**src/rtl/pwr_seq_pkg.sv**
```systemverilog
// Shared types and constants for the power sequencer.
//   seq_state_e : sequencer states. Each state is named after the step most
//                 recently performed on the granted domain. PD_SW and PU_CLK
//                 are kept as named encodings, but the final step of each
//                 sequence returns straight to IDLE, so neither is ever held.
//   SETTLE_W    : width of the switch-on settle counter.
//   idx_w()     : width of a domain index, never less than 1 bit.
package pwr_seq_pkg;

  typedef enum logic [3:0] {
    IDLE       = 4'd0,
    PD_CLK     = 4'd1,
    PD_ISO     = 4'd2,
    PD_SAVE    = 4'd3,
    PD_SW      = 4'd4,
    PU_SW      = 4'd5,
    PU_SETTLE  = 4'd6,
    PU_RESTORE = 4'd7,
    PU_ISO     = 4'd8,
    PU_CLK     = 4'd9
  } seq_state_e;

  localparam int SETTLE_W = 8;

  function automatic int idx_w(input int n);
    return (n <= 1) ? 1 : $clog2(n);
  endfunction

endpackage

```
**src/rtl/pwr_rr_arb.sv**
```systemverilog
// Round-robin domain selector.
//   req         : per-domain pending vector.
//   ptr         : index searched first (the domain after the last one granted).
//   grant_idx   : first pending index found at or after ptr, wrapping around.
//   grant_valid : at least one domain is pending.
module pwr_rr_arb #(
  parameter int N  = 4,
  parameter int IW = 2
) (
  input  logic [N-1:0]  req,
  input  logic [IW-1:0] ptr,
  output logic [IW-1:0] grant_idx,
  output logic          grant_valid
);

  always_comb begin
    int j;
    j           = 0;
    grant_idx   = '0;
    grant_valid = 1'b0;
    for (int i = 0; i < N; i++) begin
      j = int'(ptr) + i;
      if (j >= N) j = j - N;
      if (!grant_valid && req[j]) begin
        grant_valid = 1'b1;
        grant_idx   = IW'(j);
      end
    end
  end

endmodule

```
**src/rtl/pwr_seq_ctrl.sv**
```systemverilog
// Power-domain sequencer: powers domains down (gate clock, isolate, save,
// open switch) and up (close switch, settle, restore, release isolation,
// ungate clock), one domain at a time, chosen round-robin.
// Ports:
//   clk, reset (sync, active-low)
//   power_down / pm_en / test_mode : per-domain off request, enable, global force-on
//   clk_enable, isolation_enable, state_retention_enable (pulse),
//   state_retention_restore (pulse), power_switch_enable, domain_on : per-domain controls
//   busy       : sequencer is not IDLE
//   active_dom : index of the domain being sequenced, 0 while idle
//   dbg_state  : current sequencer state
// Handshake: there is no valid/ready pair; a domain is "requesting" while its
// target differs from domain_on, and a grant is taken only from IDLE.
module pwr_seq_ctrl
  import pwr_seq_pkg::*;
#(
  parameter  int NUM_DOMAINS   = 4,
  parameter  int SETTLE_CYCLES = 8,
  localparam int IW            = idx_w(NUM_DOMAINS)
) (
  input  logic                   clk,
  input  logic                   reset,
  input  logic [NUM_DOMAINS-1:0] power_down,
  input  logic [NUM_DOMAINS-1:0] pm_en,
  input  logic                   test_mode,
  output logic [NUM_DOMAINS-1:0] clk_enable,
  output logic [NUM_DOMAINS-1:0] isolation_enable,
  output logic [NUM_DOMAINS-1:0] state_retention_enable,
  output logic [NUM_DOMAINS-1:0] state_retention_restore,
  output logic [NUM_DOMAINS-1:0] power_switch_enable,
  output logic [NUM_DOMAINS-1:0] domain_on,
  output logic                   busy,
  output logic [IW-1:0]          active_dom,
  output seq_state_e             dbg_state
);

  localparam logic [SETTLE_W-1:0] SETTLE_LOAD =
    (SETTLE_CYCLES == 0) ? '0 : SETTLE_W'(SETTLE_CYCLES - 1);

  seq_state_e            state;
  logic [IW-1:0]         rr_ptr;
  logic [SETTLE_W-1:0]   settle_cnt;
  logic [NUM_DOMAINS-1:0] target_off;
  logic [NUM_DOMAINS-1:0] pending;
  logic [IW-1:0]         grant_idx;
  logic                  grant_valid;
  logic [IW-1:0]         next_ptr;

  assign target_off = power_down & pm_en & {NUM_DOMAINS{~test_mode}};
  // Pending when the target ("on" = ~target_off) disagrees with domain_on.
  assign pending    = ~target_off ^ domain_on;
  assign next_ptr   = (grant_idx == IW'(NUM_DOMAINS - 1)) ? '0 : grant_idx + 1'b1;
  assign dbg_state  = state;

  pwr_rr_arb #(.N(NUM_DOMAINS), .IW(IW)) u_arb (
    .req         (pending),
    .ptr         (rr_ptr),
    .grant_idx   (grant_idx),
    .grant_valid (grant_valid)
  );

  always_ff @(posedge clk) begin
    if (!reset) begin
      state                   <= IDLE;
      rr_ptr                  <= '0;
      settle_cnt              <= '0;
      clk_enable              <= '1;
      isolation_enable        <= '0;
      state_retention_enable  <= '0;
      state_retention_restore <= '0;
      power_switch_enable     <= '1;
      domain_on               <= '1;
      busy                    <= 1'b0;
      active_dom              <= '0;
    end else begin
      // Retention strobes are single-cycle: cleared every edge unless set below.
      state_retention_enable  <= '0;
      state_retention_restore <= '0;
      case (state)
        IDLE: begin
          if (grant_valid) begin
            active_dom <= grant_idx;
            rr_ptr     <= next_ptr;
            busy       <= 1'b1;
            if (domain_on[grant_idx]) begin
              clk_enable[grant_idx] <= 1'b0;
              state                 <= PD_CLK;
            end else begin
              power_switch_enable[grant_idx] <= 1'b1;
              state                          <= PU_SW;
            end
          end
        end
        PD_CLK: begin
          isolation_enable[active_dom] <= 1'b1;
          state                        <= PD_ISO;
        end
        PD_ISO: begin
          state_retention_enable[active_dom] <= 1'b1;
          state                              <= PD_SAVE;
        end
        PD_SAVE: begin
          power_switch_enable[active_dom] <= 1'b0;
          domain_on[active_dom]           <= 1'b0;
          busy                            <= 1'b0;
          active_dom                      <= '0;
          state                           <= IDLE;
        end
        PU_SW: begin
          if (SETTLE_CYCLES == 0) begin
            state_retention_restore[active_dom] <= 1'b1;
            state                               <= PU_RESTORE;
          end else begin
            settle_cnt <= SETTLE_LOAD;
            state      <= PU_SETTLE;
          end
        end
        PU_SETTLE: begin
          // Counts down from SETTLE_CYCLES-1; the edge that sees zero ends settling.
          if (settle_cnt == '0) begin
            state_retention_restore[active_dom] <= 1'b1;
            state                               <= PU_RESTORE;
          end else begin
            settle_cnt <= settle_cnt - 1'b1;
          end
        end
        PU_RESTORE: begin
          isolation_enable[active_dom] <= 1'b0;
          state                        <= PU_ISO;
        end
        PU_ISO: begin
          clk_enable[active_dom] <= 1'b1;
          domain_on[active_dom]  <= 1'b1;
          busy                   <= 1'b0;
          active_dom             <= '0;
          state                  <= IDLE;
        end
        default: begin
          busy       <= 1'b0;
          active_dom <= '0;
          state      <= IDLE;
        end
      endcase
    end
  end

endmodule
```
**config.mk**
```make
export PLATFORM = sky130hd
export DESIGN_NAME = pwr_seq_ctrl
export DESIGN_NICKNAME = d
export VERILOG_FILES = /design/src/rtl/pwr_seq_pkg.sv /design/src/rtl/pwr_rr_arb.sv /design/src/rtl/pwr_seq_ctrl.sv
export SDC_FILE = /design/constraint.sdc
export NUM_CORES = 1
export LEC_CHECK = 0
export ABC_AREA = 1
export CORE_MARGIN = 3
export CORE_UTILIZATION = 39
export CTS_CLUSTER_SIZE = 24
export DETAILED_ROUTE_END_ITERATION = 16
export HOLD_SLACK_MARGIN = 0.05
export PLACE_DENSITY = 0.68
export SYNTH_ARGS = -nofsm -noshare
export SYNTH_HDL_FRONTEND = slang
export SYNTH_SLANG_ARGS = --single-unit
export TNS_END_PERCENT = 10
```
**constraint.sdc**
```tcl
create_clock -name clk -period 2.5 [get_ports clk]
set_input_delay 0.5 -clock clk [delete_from_list [all_inputs] [get_ports clk]]
set_output_delay 0.5 -clock clk [all_outputs]
set_load 0.1 [all_outputs]
```
* Word-level counts from Yosys, hierarchy flattened
Index checks and enable logic that the tools add are counted.
Storage, ports and cells: flip-flop bits (word level) 41, latch bits 0, memory bits (writable) 0, memory bits (read-only) 0, word-level logic and storage cells 134, memories 0
Operators by class: add/subtract/negate cells 9, multiply operators 0, divide/modulo/power cells 0, order comparisons 12, equality and inequality tests 13, shifts and indexed selects 0, multiplexer cells 49, bitwise gates (word level) 16, reductions and logical operators 24
Operators with widths (number):
- $lt 32x4->1 const B | 4
- $mux 32 | 4
- $ge 32x4->1 const B | 3
- $sub 32x4->32 const B | 3
- $pmux 4 s2 | 4
- $and 4x4->4 | 6
- $mux 4 | 6
- $pmux 4 s6 | 1
- $mux 1 | 16
- $or 4x4->4 | 4
- $pmux 8 s2 | 1
- $eq 4x3->1 const B | 3
- $mux 2 | 6
- $not 4->4 | 3
- $bmux 1 s2 | 5
- $ne 2x2->1 const B | 5
- $reduce_and 2->1 | 5
- $reduce_bool 2->1 | 5
- $reduce_and 3->1 | 3
- $eq 4x2->1 const B | 2
- $logic_not 8->1 | 1
- $mux 8 | 1
- $sub 8x1->8 const B | 1
- $add 2x2->3 const B | 2
- other kinds (19) | 29

* Longest topological paths before layout
depth after elaboration 26, depth in mapped cells 20

* Cells and area by module
A second synthesis with hierarchy kept.
Second synthesis, totals: cells, all modules 345, area total of the unflattened synthesis 2341.0 µm²
By module, submodules not included:
- pwr_seq_ctrl | instances 1, cells an instance 286, area each 2021.9 µm², sequential area each 820.8 µm²
- pwr_rr_arb | instances 1, cells an instance 59, area each 319.1 µm², sequential area each 0.0 µm²

* Least setup slack after synthesis
OpenSTA, ideal clock, no wires.
kind register to register, start register (tool-made name), end register clk_enable[0], data arrival time 2.554 ns, data required time 2.366 ns, slack -0.187 ns, stages on the path, launching flop included 16, period minus slack after synthesis 2.687 ns, cell sequence dfxtp_1 inv_1 nand2_1 nand3_1 nand3_1 nand2_2 nor2_8 nand3_1 a21oi_2 nand3_2 nand2_2 nand2_2 nand2_4 nand2_4 nand2_1 nand3_1
RTL lines:
- to (signal assigned) | line pwr_seq_ctrl.sv:67 | clk_enable <= '1;
- to (signal, indexed assignment) | line pwr_seq_ctrl.sv:86 | clk_enable[grant_idx] <= 1'b0;
- to (signal, indexed assignment) | line pwr_seq_ctrl.sv:132 | clk_enable[active_dom] <= 1'b1;
- to (decl) | line pwr_seq_ctrl.sv:26 | output logic [NUM_DOMAINS-1:0] clk_enable,

* Worst setup path in the final report
start input port power_down[1], end register clk_enable[2]
On the way: word-level cells in the longest chain between the ends 26
RTL lines:
- from (decl) | line pwr_seq_ctrl.sv:23 | input logic [NUM_DOMAINS-1:0] power_down,
- $and 4x4->4 * (2 in a row) | line pwr_seq_ctrl.sv:49 | assign target_off = power_down & pm_en & {NUM_DOMAINS{~test_mode}};
- $not 4->4 * | line pwr_seq_ctrl.sv:51 | assign pending = ~target_off ^ domain_on;
- $xor 4x4->4 * | line pwr_seq_ctrl.sv:51
- $bmux 1 s2 | line pwr_rr_arb.sv:24 | if (!grant_valid && req[j]) begin
- $mux 1 (not written as such) (2 in a row) | line pwr_rr_arb.sv:24
- $mux 1 | line pwr_rr_arb.sv:24
- $logic_not 1->1 | line pwr_rr_arb.sv:24
- $logic_and 1x1->1 | line pwr_rr_arb.sv:24
- (+8 left out)
- $logic_and 1x1->1 (not written as such) | line pwr_seq_ctrl.sv:86
- $mux 1 (not written as such) | line pwr_seq_ctrl.sv:86
- $demux 1 s2 | line pwr_seq_ctrl.sv:86
- $not 4->4 (no line)
- $and 4x4->4 (no line)
- $mux 4 | line pwr_seq_ctrl.sv:85 | if (domain_on[grant_idx]) begin
- $mux 4 | line pwr_seq_ctrl.sv:81 | if (grant_valid) begin
- $pmux 4 s2 | line pwr_seq_ctrl.sv:79 | case (state)
Every way passes the cells marked *; elsewhere a longest branch is shown, timed or not. The select of a mux whose other input is x is not followed. A chain may end at the register's enable or synchronous reset.

==> impl_metrics.toml <==
[synthesis]
synth_cells = 324
synth-simple-area-share = 0.3861
synth_cell_types = 33
mappedNetlistNets = 340
syn_avg_cell_area_sq_um = 7.021
ys_seq_area_frac = 0.3608
synth_compound_area_frac = 0.1276
synth_xor_area_frac = 0.01100
netlist_area_sq_um = 2275
synth_top_area_cell = "dfxtp_1"
synth_top_family_by_area = "simple AND/OR/NAND/NOR gates"
synthTopCellsByArea = "dfxtp_1, nand2_1, nand3_1"
ys_seq_elements = 41
synth_top_area_share = 0.3608
yosys_warnings = 0
synth_mux_area_frac = 0
synth_fa_ha_area_frac = 0.02750

[sta]
slew_headroom = 0.6062
finalSetupTns_ns = 0
worst_pin_slew_ns = 0.5857
slew_viol_final = 0
timing.hold.ws_ns = 0.4680
final-hold-violation-count = 0
skew_ns = 0.01125
rsz0062_at_grt = "true"
fin_ws_ns = 0.1137
setup_viol = 0
period_minus_slack_ns = 2.386
max_freq_mhz = 419.1
fin_crit_sh = 0.9545

[clocking]
root_buffer = "clkbuf_8"
postCtsSetupRepairBufs = 0
htreeDepth = 2
cts-buffers-inserted = 5
path_clk_slew_ns = 0.08
cts_sinks = 41
clk-insertion-delay-late_ns = 0.29
tritoncts = "done"
cts_buffer_depth = 2

[power_and_ir_drop]
power.density_cell_area_nw_per_um2 = 1303
power.internal_uw = 1919
sw_frac_of_total = 0.5088
combPwrFrac = 0.613
power_switching_uw = 1988
irDropWorstVdd_mv = 0.7163
leakagePower_uw = 0.001458
seqPwrFrac = 0.226
p_clk_frac = 0.161

[drt]
drtAntennaViolNets = 0
drtIter0Drc = 117
drc_errors = 0
via_count = 2295
wire_per_inst_microns = 13.40
dr.pass1.iters = 4
drt_wl_total_microns = 6058
vias_per_cell = 5.077

[placement]
pre_cts_ws_ns = -0.3427
place.gp.congestion = 0.8453
hpwl_microns = 4603
io_buffers = 41

[critical_path]
path_cells = "clkdlybuf4s50_1 > nand3_1 > nand2_1 > nand3_2 > nand3_1 > nand2_2 > nand2_1 > nand2_2 > nor2_2 > nand2_2 > nand2_4 > inv_2 > ha_2 > o31ai_2 > nand3_1 > nand3_1"
critPathSlowestCell = "clkdlybuf4s50_1"
worstPathRequired_ns = 2.73
cp.arrival_ns = 2.62
critPathLaunchType = "primary input"
worst_r2r_path_depth = 13
worstSetupEndpointType = "flip-flop"
path_class = "in2reg"
cpMostUsedCell = "nand3_1"
cpPeakStageDelay_ns = 0.48
crit_fanout = 5
critPathBufInv = 2
cpLargestDelayFamily = "simple AND/OR/NAND/NOR gates"
crit_path_start = "power_down[1]"
r2r_start = "rr_ptr[0]$_SDFFE_PN0P_"
cp.depth = 16

[cells_and_area]
final_util = 0.5380
syn2layout_area_growth_pct = 31.85
fin_nets = 395
seq_area_sq_um = 825.8
final_cell_mix = "nand2_1, buf_4, inv_1, dfxtp_1, nor2_1"
multi_input_area_sq_um = 1343
drive_gt1_frac = 0.2658
nFillCells = 537
final_common_cell = "nand2_1"
num_antenna_cells = 0

[die]
start_util = 0.4081
rows = 27
core_area_sq_um = 5574
die_w_microns = 82.37
die_h_microns = 82.37
io_pins = 42
dieArea_sq_um = 6785

[global_routing]
grt_max_degree = 19
grt_pass1_wl_microns = 9604
antenna_found_initial = 0
grt_usage = 0.1850
grt_pass1_vias = 2085
overflow = 0

[status]
status = "finished clean"

[hold_path]
hold_start = "settle_cnt[0]$_SDFFE_PN0P_"
min_path_type = "reg2reg"
hold_depth = 2

[flow_run]
maxCapViolCount = 0
-- cells by family after synthesis --
| kind of cell | Yosys count |
|---|---|
| compound gates | 50 |
| xor+xnor | 2 |
| fa+ha+maj | 5 |
| buf+inv | 51 |
| flops | 41 |
| simple gates | 175 |
-- path summary, 6_finish.rpt --
| kind | end | slack, ns |
|---|---|---|
| worst max-delay path | clk_enable[2]$_SDFFE_PN1P_ | 0.11 |
| worst min-delay path | settle_cnt[0]$_SDFFE_PN0P_ | 0.47 |
| worst max register to register | clk_enable[2]$_SDFFE_PN1P_ | 0.24 |
| worst min register to register | settle_cnt[0]$_SDFFE_PN0P_ | 0.47 |
-- stage by stage --
stage / total power (uW) / cells / cell area, sq um
detailed placement: 3139 / 443 / 2763
finish: 3907 / 452 / 2999
global placement: 3110 / 443 / 2763
CTS: 3788 / 452 / 2908
global route: 4148 / 452 / 2999
floorplan: 2564 / 324 / 2280
-- Yosys cell counts, drive strengths merged --
master  number
nor3b        2
nand3b       1
a211oi       1
inv         46
dfxtp       41
nor4         2
a21oi       18
nor3         5
nand3       48
ha           5
or2          1
nand4        8
o21ai       18
clkbuf       4
o31ai        6
o21bai       2
a221oi       1
xnor2        1
xor2         1
nand2       67
o211ai       4
buf          1
nor2        41
-- timing repair --
action | 4_1_cts | 5_1_grt
pin swaps | 0 | 13
hold buffers | 0 | 0
resized for setup | 2 | 30
cloned | 1 | 0
setup endpoints to repair | 5 | 9
-- power groups by stage --
stage / registers, uW / clock network, uW / logic (uW)
2_1_floorplan: 1430 / 0 / 1130
3_3_place_gp: 891 / 0 / 2220
3_5_place_dp: 891 / 0 / 2250
4_1_cts: 877 / 640 / 2270
5_1_grt: 899 / 667 / 2580
6_report: 883 / 627 / 2400
-- worst min-delay path: stages (launching register included) --
cell and delay (ns):
dfxtp_1 0.32, nand2_1 0.06, a21oi_1 0.05
-- layout make-up --
cell class              instances  share of cell area
flip-flops and latches         41              0.2753
well taps                      72             0.03004
inverters                      46             0.05841
clock inverters                 3             0.02169
multi-input cells             232              0.4476
clock buffers                   5             0.02295
repair inverters                1            0.002503
repair buffers                 52              0.1414
-- routing by layer --
metal | vias to the layer above | track usage | share of wire
met5 | - | 0 | 0
met4 | 0 | 0.04651 | 0.0066
met3 | 4 | 0.02711 | 0.046
met2 | 52 | 0.3301 | 0.50
met1 | 1053 | 0.2317 | 0.45
li1 | 1186 | - | -
Note: power is estimated with default switching activity, not from simulation.
==> RTL edit 1 (config.mk and constraints unchanged) <==
Set the parameter `NUM_DOMAINS` to 3 (it was 4).
--- a/src/rtl/pwr_seq_ctrl.sv
+++ b/src/rtl/pwr_seq_ctrl.sv
@@ -14,7 +14,7 @@
 module pwr_seq_ctrl
   import pwr_seq_pkg::*;
 #(
-  parameter  int NUM_DOMAINS   = 4,
+  parameter  int NUM_DOMAINS   = 3,
   parameter  int SETTLE_CYCLES = 8,
   localparam int IW            = idx_w(NUM_DOMAINS)
 ) (
Interface: changed (8 resized); port bits go from 42 to 34. No check against the original RTL was run, so the function may have changed too.
==> RTL edit 1 against the original RTL <==
Cell area shrank 23%. Synthesized area shrank 18%. Non-clock buffer count shrank 18. Routed wire length shrank 30%. Cell count shrank 23%. Sequential cell count shrank 6. Setup slack gained 0.19 ns. Total power shrank 27%. Sequential power shrank 16%.
==> RTL edit 1: results (changes against the original RTL) <==
* Root buf cell: clkbuf_8
* Share of the yosys chip area belonging to registers at 37.6% (+1.5 points)
* Top cells by area, synth: dfxtp_1, nand2_1, inv_1
* Largest net degree at the start of global routing at 16 (-3)
* Vias in the first global route at 1650 (-21%)
* Layout cell share with drive strength beyond 1 at 21.9% (-4.7 points)
* Status: complete, no violations
* Worst relative slew slack at 70.8% (+10 points)
* Yosys cell types at 30 (-9.1%)
* WP data arrival at 2.37 ns (-0.25 ns)
* Worst vdd ir at 0.472 mV (-34%)
* Fill count at 451 (-16%)
* Port bufs at 33 (-20%)
* Most frequent cell after synthesis: nand2_1
* Commonest cells post-synth: nand2_1, dfxtp_1, inv_1
* Non-Filler Instances at 349 (-23%)
* Net count reported at finish at 309 (-22%)
* Clock skew at 0.00637 ns (-0.00488 ns)
* First-pass GRT wire length at 7.04 mm (-27%)
* Initial DRC count at 73 (-38%)
* Routed len/inst at 12.1 um (-10%)
* Total GRT Usage at 16.0% (-2.5 points)
* Synth Flop Type: dfxtp_1
* Final HPWL DP at 3.33 mm (-28%)
* Via count at 1774 (-23%)
* Resize count post-CTS at 0 (-2)
* Mean Syn Cell Area at 7.23 um^2 (+3.0%)
* Leakage power at 1.08 nW (-26%)
* DP Cell Count at 341 (-23%)
* Placed Area at 2190 um^2 (-21%)
* DP Worst Slack at 0.0205 ns (+0.363 ns)
-- RTL edit 1: cell count changes after synthesis, sizes merged, moves of 4 or more --
cell   unedited run  this run
nand3            48        32
a21oi            18        14
o31ai             6         1
dfxtp            41        35
inv              46        39
nand2            67        48
-- RTL edit 1: critical path: stages (launching register included) --
cell and delay [ns]:
dfxtp_1 0.36, inv_1 0.05, ha_1 0.36, inv_1 0.16
nand3_1 0.12, nand2_1 0.08, nand2_1 0.04, nand2_1 0.11
nand3_2 0.11, nand3_1 0.12, nand2_2 0.09, nand3_2 0.10
nand3_4 0.09, nand2_4 0.09, nand2_2 0.06, nand2_1 0.08
nand3_1 0.05
-- RTL edit 1: final timing paths --
check | startpoint | to | slack [ns] | cells past startpoint
min | settle_cnt[0] | settle_cnt[0] | 0.47 | 2
min reg2reg | settle_cnt[0] | settle_cnt[0] | 0.47 | 2
max | rr_ptr[0] | clk_enable[2] | 0.30 | 16
max reg2reg | rr_ptr[0] | clk_enable[2] | 0.30 | 16
-- RTL edit 1: cell families after synthesis --
logic type / synth area share, %
DFF: 37.6
buffers and inverters: 8.79
and+or+nand+nor: 38.5
adders and majority gates: 2.68
AOI/OAI and AO/OA: 12.5
-- RTL edit 1: final cells by class --
type	count	area (um^2)	area share (%)
Multi-Input combinational cell	181	1000	43.4
Clock inverter	3	47.5	2.06
Timing Repair Buffer	34	275	11.9
Inverter	39	149	6.45
Sequential cell	35	701	30.4
Clock buffer	5	68.8	2.98
Tap cell	52	65.1	2.82
-- RTL edit 1: power breakdown --
group          internal (mW)  leakage [nW]  switching (mW)
sequential             0.655         0.285          0.0844
clock                  0.302        0.0587           0.227
combinational          0.430         0.734            1.17
total                   1.39          1.08            1.48
-- RTL edit 1: metal layers --
| layer | GRT usage, % | vias up | wire length (um) |
|---|---|---|---|
| met5 | 0 | - | 0 |
| met4 | 5.05 | 0 | 46 |
| met3 | 3.47 | 7 | 239 |
| met2 | 27.8 | 40 | 2030 |
| met1 | 19.7 | 798 | 1890 |
| li1 | - | 929 | - |
==> RTL edit 2 (same flow settings) <==
Without the edit above. Register the output `isolation_enable` once more; this adds one clock of latency there. The other outputs are not delayed to match.
--- a/src/rtl/pwr_seq_ctrl.sv
+++ b/src/rtl/pwr_seq_ctrl.sv
@@ -37,6 +37,8 @@
   localparam logic [SETTLE_W-1:0] SETTLE_LOAD =
     (SETTLE_CYCLES == 0) ? '0 : SETTLE_W'(SETTLE_CYCLES - 1);
 
+  logic [NUM_DOMAINS-1:0] isolation_enable_s0;
+
   seq_state_e            state;
   logic [IW-1:0]         rr_ptr;
   logic [SETTLE_W-1:0]   settle_cnt;
@@ -65,7 +67,7 @@
       rr_ptr                  <= '0;
       settle_cnt              <= '0;
       clk_enable              <= '1;
-      isolation_enable        <= '0;
+      isolation_enable_s0     <= '0;
       state_retention_enable  <= '0;
       state_retention_restore <= '0;
       power_switch_enable     <= '1;
@@ -92,7 +94,7 @@
           end
         end
         PD_CLK: begin
-          isolation_enable[active_dom] <= 1'b1;
+          isolation_enable_s0[active_dom] <= 1'b1;
           state                        <= PD_ISO;
         end
         PD_ISO: begin
@@ -125,7 +127,7 @@
           end
         end
         PU_RESTORE: begin
-          isolation_enable[active_dom] <= 1'b0;
+          isolation_enable_s0[active_dom] <= 1'b0;
           state                        <= PU_ISO;
         end
         PU_ISO: begin
@@ -144,4 +146,8 @@
     end
   end
 
+  always_ff @(posedge clk) begin
+    isolation_enable <= isolation_enable_s0;
+  end
+
 endmodule
Formal check against the unedited RTL: not equivalent (a bounded check fails within 4 cycles, from zero or initial values and one cycle with reset low).
==> RTL edit 2 against the original RTL <==
Setup slack better by 0.036 ns. Synthesized cell count unchanged. Sequential cell count grew 4. Cell count grew 1.3%. Routed wire length fell by 4.6%. Cell area rose by 5.3%. Synthesized area increased by 8.0%. Total power up 14%. Critical endpoint is now power_switch_enable[1]. Highest routed layer unchanged.
==> RTL edit 2: results (changes against the original RTL) <==
* Largest net degree at the start of global routing at 19 (unchanged)
* Layout cell share with drive strength beyond 1 at 36.6% (+10 points)
* Met1 wire length at 2.83 mm (+4.5%)
* Net count reported at finish at 398 (+0.76%)
* Max clock buf depth at 2 (unchanged)
* Share of the yosys chip area belonging to registers at 36.7% (+0.59 points)
* WP data arrival at 2.55 ns (-0.07 ns)
* Largest delay share family, worst path: simple AND/OR/NAND/NOR gates
* Initial DRC count at 109 (-6.8%)
* R2R cell count at 17 (+4)
* Top cells by area, synth: dfxtp_1, nand2_1, nand3_1
* Antenna violations before repair at 0 (unchanged)
* Total GRT Usage at 16.2% (-2.3 points)
* Wire length on met3 at 226 um (-19%)
* Port bufs at 41 (unchanged)
* Hold depth at 0 (-2)
* Final HPWL DP at 4.42 mm (-3.9%)
* Least-Margin Pin Slew at 0.598 ns (+0.0119 ns)
* Hold Crit Endpoint: isolation_enable[0]
* GR Layer Usage met3 at 4.76% (+2.0 points)
* Synth warn at 0 (unchanged)
* Ant. Diodes at 0 (unchanged)
* Reg-to-reg critical path startpoint: rr_ptr[0]
* Met2 WL at 2.69 mm (-11%)
* Crit path max fanout at 5 (unchanged)
* Vias in the first global route at 2032 (-2.5%)
* Leakage power at 1.50 nW (+2.6%)
* Final hold slack at 0.363 ns (-0.105 ns)
* Hold WC Path Type: reg -> reg
* Placer congestion estimate at 0.873 (+3.2%)
* Flop-to-flop setup slack at 0.33 ns (+0.09 ns)
* Via count at 2258 (-1.6%)
* Clk_lat worst skew at 0.31 ns (+0.02 ns)
* Routed len/inst at 12.6 um (-5.9%)
* GR Util met2 at 24.9% (-8.1 points)
* Reg clk slew, reported paths at 0.10 ns (+0.02 ns)
* Clock skew at 0.00843 ns (-0.00282 ns)
* R2R Path End: power_switch_enable[1]
* Max stage delay on crit path at 0.51 ns (+0.03 ns)
* Mapped Nets at 340 (unchanged)
* Commonest cells post-synth: nand2_1, dfxtp_1, nand3_1
* Grt met1 use at 22.2% (-0.93 points)
* First-pass GRT wire length at 9.68 mm (+0.79%)
* Worst vdd ir at 0.903 mV (+26%)
* Status: complete, no violations
* Yosys cell types at 37 (+12%)
RTL edit 2: layout make-up:
| cell class | count | area, um^2 |
|---|---|---|
| sequential | 45 | 906 |
| timing repair buffer | 55 | 453 |
| fill | 596 | 2870 |
| inverter | 46 | 178 |
| multi-input combinational | 229 | 1430 |
| clock inverter | 3 | 28.8 |
| clock buffer | 5 | 68.8 |
| tap | 75 | 93.8 |
RTL edit 2: kinds of logic after synthesis:
logic type	after synthesis	synth area share [%]
flip-flops	45	36.7
adder cells (fa/ha/maj)	5	2.55
AND/OR/NAND/NOR	177	40.0
buffers and inverters	50	8.76
XOR/XNOR	1	0.662
AO/OA/AOI/OAI	46	11.4
RTL edit 2: timing repair:
item                       CTS  global route
gates cloned                 0             0
pin swaps                    0            12
setup buffers                0             1
gates resized for setup      3            34
setup endpoints to repair    1            10
RTL edit 2: through the flow:
stage	setup WS [ns]	cells	cell area, um^2
2_1_floorplan	0.0389	324	2460
3_3_place_gp	-0.284	449	2950
3_5_place_dp	-0.340	449	2950
4_1_cts	0.000654	457	3060
5_1_grt	-0.0165	458	3160
6_report	0.149	458	3160
RTL edit 2: worst max path at each step:
| stage | slack (ns) | from | to |
|---|---|---|---|
| CTS | 0.0007 | test_mode | power_switch_enable[2] |
| finish | 0.15 | power_down[2] | power_switch_enable[1] |
| global route | -0.02 | power_down[2] | power_switch_enable[2] |
| floorplan | 0.04 | dbg_state[2] | settle_cnt[7] |
| global placement | -0.28 | test_mode | power_switch_enable[0] |
| detailed placement | -0.34 | test_mode | power_switch_enable[2] |
RTL edit 2: power by group:
group	switching (mW)	internal, mW
logic	1.97	0.954
registers	0.147	0.866
clock network	0.290	0.211
total	2.41	2.03
